**src/rtl/sa.sv**
```systemverilog
`default_nettype none
// ============================================================================
// sa : output-stationary NxN signed systolic array, C = A*B (accumulates in place)
// Rev 1.0
// ============================================================================
module sa #(
  parameter int WIDTH = 8,
  parameter int ACC   = 32,
  parameter int N     = 2
) (
  input  logic                 clk,
  input  logic                 rst,
  input  logic                 en,
  input  logic [N*WIDTH-1:0]   a_in,
  input  logic [N*WIDTH-1:0]   b_in,
  output logic [N*N*ACC-1:0]   acc_out
);

  // Flattened ports: a_in/b_in element k at [k*WIDTH +: WIDTH],
  // acc_out element (i,j) at [(i*N+j)*ACC +: ACC].
  logic signed [WIDTH-1:0] a_mesh [N][N];
  logic signed [WIDTH-1:0] b_mesh [N][N];

  for (genvar i = 0; i < N; i++) begin : g_row
    for (genvar j = 0; j < N; j++) begin : g_col
      logic signed [WIDTH-1:0]   a_d, b_d, a_q, b_q;
      logic signed [2*WIDTH-1:0] prod;
      logic signed [ACC-1:0]     acc_d, acc_q;

      if (j == 0) begin : g_west
        assign a_d = a_in[i*WIDTH +: WIDTH];
      end else begin : g_a_chain
        assign a_d = a_mesh[i][j-1];
      end

      if (i == 0) begin : g_north
        assign b_d = b_in[j*WIDTH +: WIDTH];
      end else begin : g_b_chain
        assign b_d = b_mesh[i-1][j];
      end

      assign prod  = a_d * b_d;
      assign acc_d = acc_q + ACC'(prod);

      always_ff @(posedge clk) begin
        if (rst) begin
          a_q   <= '0;
          b_q   <= '0;
          acc_q <= '0;
        end else if (en) begin
          a_q   <= a_d;
          b_q   <= b_d;
          acc_q <= acc_d;
        end
      end

      assign a_mesh[i][j] = a_q;
      assign b_mesh[i][j] = b_q;
      assign acc_out[(i*N+j)*ACC +: ACC] = acc_q;
    end
  end

endmodule
`default_nettype wire

```
**config.mk**
```make
export PLATFORM = sky130hd
export DESIGN_NAME = sa
export DESIGN_NICKNAME = d
export VERILOG_FILES = /design/src/rtl/sa.sv
export SDC_FILE = /design/constraint.sdc
export NUM_CORES = 2
export LEC_CHECK = 0
export ABC_AREA = 1
export BUFFER_PORTS_ARGS = -buffer_cell sky130_fd_sc_hd__buf_2
export CAP_MARGIN = 20
export CORE_MARGIN = 2
export CORE_UTILIZATION = 40
export CTS_CLUSTER_SIZE = 8
export DETAILED_ROUTE_END_ITERATION = 10
export PLACE_DENSITY = 0.58
export SYNTH_ARGS = -nofsm -noshare
export SYNTH_HDL_FRONTEND = slang
export SYNTH_SLANG_ARGS = --single-unit
```
**constraint.sdc**
```tcl
create_clock -name clk -period 15.7 [get_ports clk]
set_input_delay 0.785 -clock clk [delete_from_list [all_inputs] [get_ports clk]]
set_output_delay 0.785 -clock clk [all_outputs]
set_load 0.005 [all_outputs]
```
# After elaboration in Yosys (flattened, before gate mapping)
# Cells that the tools add are included.
[word_totals]
word_cells = 16
in_bits = 35
mem_bits_ro = 0
ramBits = 0
latch_bits = 0
reg_bits = 160
mem_count = 0
[classes]
n_mul = 4
n_lt_le_gt_ge = 0
muxes = 0
div = 0
n_eq_ne = 0
addsub = 4
n_reduce_logical = 0
shifts = 0
bitwise = 0
[ops]
columns = ["cell", "count"]
rows = [
  ["32-bit by 16-bit adder with 32-bit output", 4],
  ["8-bit by 8-bit multiplier with 16-bit output", 4],
]

# Logic depth before layout (Yosys ltp)
[depth]
ltp_word = 2
ltp_mapped = 26

# Worst setup path before layout
# Ideal clock, no wire load.
[synth_timing]
path_kind = "in2reg"
start = "input b_in[0]"
end = "register g_row[0].g_col[0].acc_q[28]"
arrival_ns = 5.546
setup_time_ns = 0.109
path_buffers = 1
cell_stages = 21
path_slack_ns = 10.045
required_ns = 15.591
path_cell_list = "clkbuf_1 -> nand2_1 -> inv_1 -> fa_1 -> inv_1 -> fa_1 -> fa_1 -> inv_1 -> fa_1 -> ha_1 -> ha_1 -> nand2_2 -> inv_1 -> a21oi_2 -> nor2_1 -> o21bai_1 -> nand3_1 -> nand2_1 -> nand3_1 -> nand2_1 -> inv_1"
[synth_between]
elab_chain_cells = 2
[synth_rtl]
columns = ["element", "line", "text"]
rows = [
  ["from (decl)", "15", "input logic [N*WIDTH-1:0] b_in,"],
  ["8-bit by 8-bit multiplier with 16-bit output", "42", "assign prod = a_d * b_d;"],
  ["32-bit by 16-bit adder with 32-bit output", "43", "assign acc_d = acc_q + ACC'(prod);"],
  ["to (signal assigned)", "49", "acc_q <= '0;"],
  ["to (signal assigned)", "53", "acc_q <= acc_d;"],
  ["to (decl)", "28", "logic signed [ACC-1:0] acc_d, acc_q;"],
]
# Every way passes these cells.
# A chain may end at the register's enable or synchronous reset.

# Worst setup path after layout
[layout_timing]
start = "register g_row[1].g_col[0].a_q[7]"
end = "register g_row[1].g_col[1].acc_q[22]"
[layout_between]
elab_chain_cells = 2
[layout_rtl]
columns = ["element", "line", "text"]
rows = [
  ["from (decl)", "26", "logic signed [WIDTH-1:0] a_d, b_d, a_q, b_q;"],
  ["from (signal assigned)", "47", "a_q <= '0;"],
  ["from (signal assigned)", "51", "a_q <= a_d;"],
  ["8-bit by 8-bit multiplier with 16-bit output", "42", ""],
  ["32-bit by 16-bit adder with 32-bit output", "43", ""],
  ["to (signal assigned)", "49", ""],
  ["to (signal assigned)", "53", ""],
  ["to (decl)", "28", ""],
]
# Every way passes these cells.

==> metrics.csv <==
stage,metric,value,unit
outcome,outcome,finished clean,
hold_path,worst hold-check path type,reg -> reg,
finish,most frequent cells in the layout,"inv_1, nand2_1, fa_1",
grt,first-pass GRT wire length,131600,um
die,Die ar.,0.07766,sq mm
grt,antenna violations before repair,5,
die,Starting Density,40.47,%
route,Pre-Repair DR Iteration Count,5,
timing,setup ws final,9942,ps
timing,Worst Skew,18.28,ps
grt,GRT Total Usage,21.46,%
timing,Final Slew Violations,0,
grt,total congestion overflow,0,
placement,placed inst area,0.03186,sq mm
cts,H-tree Lvls,4,
placement,detailed placer's ending HPWL,64670,um
cts,"Clk Latency, worst-skew pair",510,ps
worst_setup_path,CP top delay family,adder cells,
logic_synthesis,Syn Inst Count,3950,
route,"wirelength, routed",78570,um
route,vias per cell,4.732,
logic_synthesis,synthesized cell area,0.03018,sq mm
logic_synthesis,top area cells in the synthesized netlist,"fa_1, ha_1, inv_1, nand2_1, dfxtp_1",
cts,cts-stage hold buffer count,0,
flow_run,maximum capacitance violations,0,
worst_setup_path,Crit path arrival time,6160,ps
worst_setup_path,Crit. End Element,register,
timing,slew margin rel.,41.53,%
timing,setup_tns,0,ps
cts,Clock Path Buffers,2,
finish,Layout Nets,4892,
logic_synthesis,Netlist cell types,37,
worst_setup_path,CP required,16100,ps
worst_setup_path,CP max stage delay,690,ps
placement,pre-CTS setup slack,9597,ps
logic_synthesis,sequential share of the synthesized area,10.61,%
cts,CTS Buf Count,17,
logic_synthesis,YS warnings,0,
worst_setup_path,worst-path maximum fanout,13,
worst_setup_path,Most Frequent Cell on Critical Path,nand2_1,
finish,share of layout cells above drive strength 1,7.266,%
finish,final instance area,0.03245,sq mm
finish,FF/Latch Area,0.003203,sq mm
finish,final non-filler cell total,5017,
route,vias,23741,
placement,Placed Cells,4983,
route,DRC viols,0,
logic_synthesis,Yosys top cell by area,fa_1,
worst_setup_path,Worst Path Buf+Inv,2,
worst_setup_path,element type at the critical path start,register,
timing,slew at the pin with the worst max-slew slack,877.1,ps
cts,Post CTS Setup Buffer Count,0,
grt,largest net degree at the start of global routing,75,
die,Core Rows,100,
worst_setup_path,CP max-delay cell,fa_1,
timing,Final Hold Fails,0,
finish,Area Overhead vs Synth,7.517,%
worst_setup_path,Crit Path Category,reg -> reg,
die,Die Wd,278.7,um
cts,Clock transition at path regs,80,ps
die,Ports,163,
timing,RSZ-0062 raised after global routing,no,
logic_synthesis,Synth top area share,36.09,%
logic_synthesis,register bit count reported by yosys,160,
worst_setup_path,crit path cell chain,"nand2_1, fa_1, fa_1, inv_1, fa_1, fa_1, ha_1, ha_1, a21oi_1, nand2_1, nand2_1, nand2_1, nand3b_1, nand2_1, nand2_1, o21ai_1, inv_1",
finish,"commonest non-fill, non-tap cell in the layout",inv_1,
timing,Tmin final,5758,ps
timing,Final period util,36.67,%
finish,Filler Cell Count,7726,
logic_synthesis,post-synthesis net count,4809,
timing,f_max,173.7,MHz
route,Routed Antenna Nets,0,
die,Die Span Y,278.7,um
placement,Port Buffers,162,
cts,Root Driver,clkbuf_16,
placement,routability cong.,0.9160,
die,core footprint,0.07457,sq mm
route,Routed WL per cell,15.66,um
grt,number of global-route vias before repair,24376,
logic_synthesis,syn avg cell area,7.640,sq um
cts,CTS tree,done,
logic_synthesis,async set or reset register ratio after synthesis,0,%
timing,# setup viols final,0,
logic_synthesis,"EDFF count, synth",0,
finish,area of the multi-input gates,0.02312,sq mm
cts,cts repair resizes,0,
logic_synthesis,leading register cell type out of synthesis,dfxtp_1,
route,drt first-iter violations,1240,
cts,TritonCTS Sinks,160,
==> layer usage <==
metal	track usage [%]	up-vias	wire length (um)
met1	30.28	11394	37370
met2	35.55	383	36910
li1	-	11914	-
met5	0	-	19
met4	3.874	4	827
met3	2.878	46	3450
==> flip-flops by register name, indices dropped and copies added (netlist names) <==
| register | cells |
|---|---|
| g_row.g_col.b_q | 16 |
| g_row.g_col.a_q | 16 |
| g_row.g_col.acc_q | 128 |
==> per-stage QoR <==
| step | hold slack, ps | util [%] |
|---|---|---|
| finish | 510.8 | 43.51 |
| global route | 546.8 | 43.51 |
| CTS | 518.7 | 43.51 |
| detailed placement | 506.6 | 42.72 |
| global placement | 501.9 | 42.72 |
| floorplan | 498.3 | - |
==> kinds of logic after synthesis <==
logic type	share of synthesized area, %
XOR/XNOR	1.654
AO/OA/AOI/OAI	5.435
flip-flops	10.61
AND/OR/NAND/NOR	21.82
buffers and inverters	12.79
adder cells (fa/ha/maj)	47.69
==> synth_stat cells (2+ instances only) <==
cell and n:
o21a_1 3, buf_2 17, xor2_1 41, o21bai_1 29, xnor2_1 16, nand3b_1 11, nor2_1 430, inv_2 6
nor3_2 2, a21oi_2 12, nand2_1 890, a21o_1 6, inv_1 896, or2_2 4, fa_1 544, dfxtp_1 160
nand2_2 19, nor3_1 8, nand3_1 136, nand3_2 10, nand4_1 45, and2_1 5, o21ai_1 17, clkinv_1 4
nor2_4 6, nor2_2 29, ha_1 280, clkbuf_1 88, o21ai_0 120, a21oi_1 107, buf_1 3
==> cell type report <==
class | count | area share, %
clock inverter | 13 | 0.4743
antenna | 2 | 0.01542
sequential | 160 | 9.872
multi-input combinational | 2773 | 71.25
timing repair buffer | 175 | 2.834
tap | 969 | 3.737
inverter | 906 | 10.49
clock buffer | 19 | 1.334
==> worst register-to-register path: cells and delay by family, from the launching register on <==
family	cells	cell delay, ps
compound gates	2	400
fa+ha+maj	6	3030
buf+inv	2	690
flops	1	570
simple gates	7	970
==> worst paths after layout <==
path	cells past startpoint	start	slack, ps	to
max	17	g_row[1].g_col[0].a_q[7]	9940	g_row[1].g_col[1].acc_q[22]
min	2	g_row[0].g_col[0].acc_q[4]	510	g_row[0].g_col[0].acc_q[4]
max reg2reg	17	g_row[1].g_col[0].a_q[7]	9940	g_row[1].g_col[1].acc_q[22]
min reg2reg	2	g_row[0].g_col[0].acc_q[4]	510	g_row[0].g_col[0].acc_q[4]
Power is not shown: default switching activity piles up to over one toggle a cycle in this logic, so the estimate is an artifact.
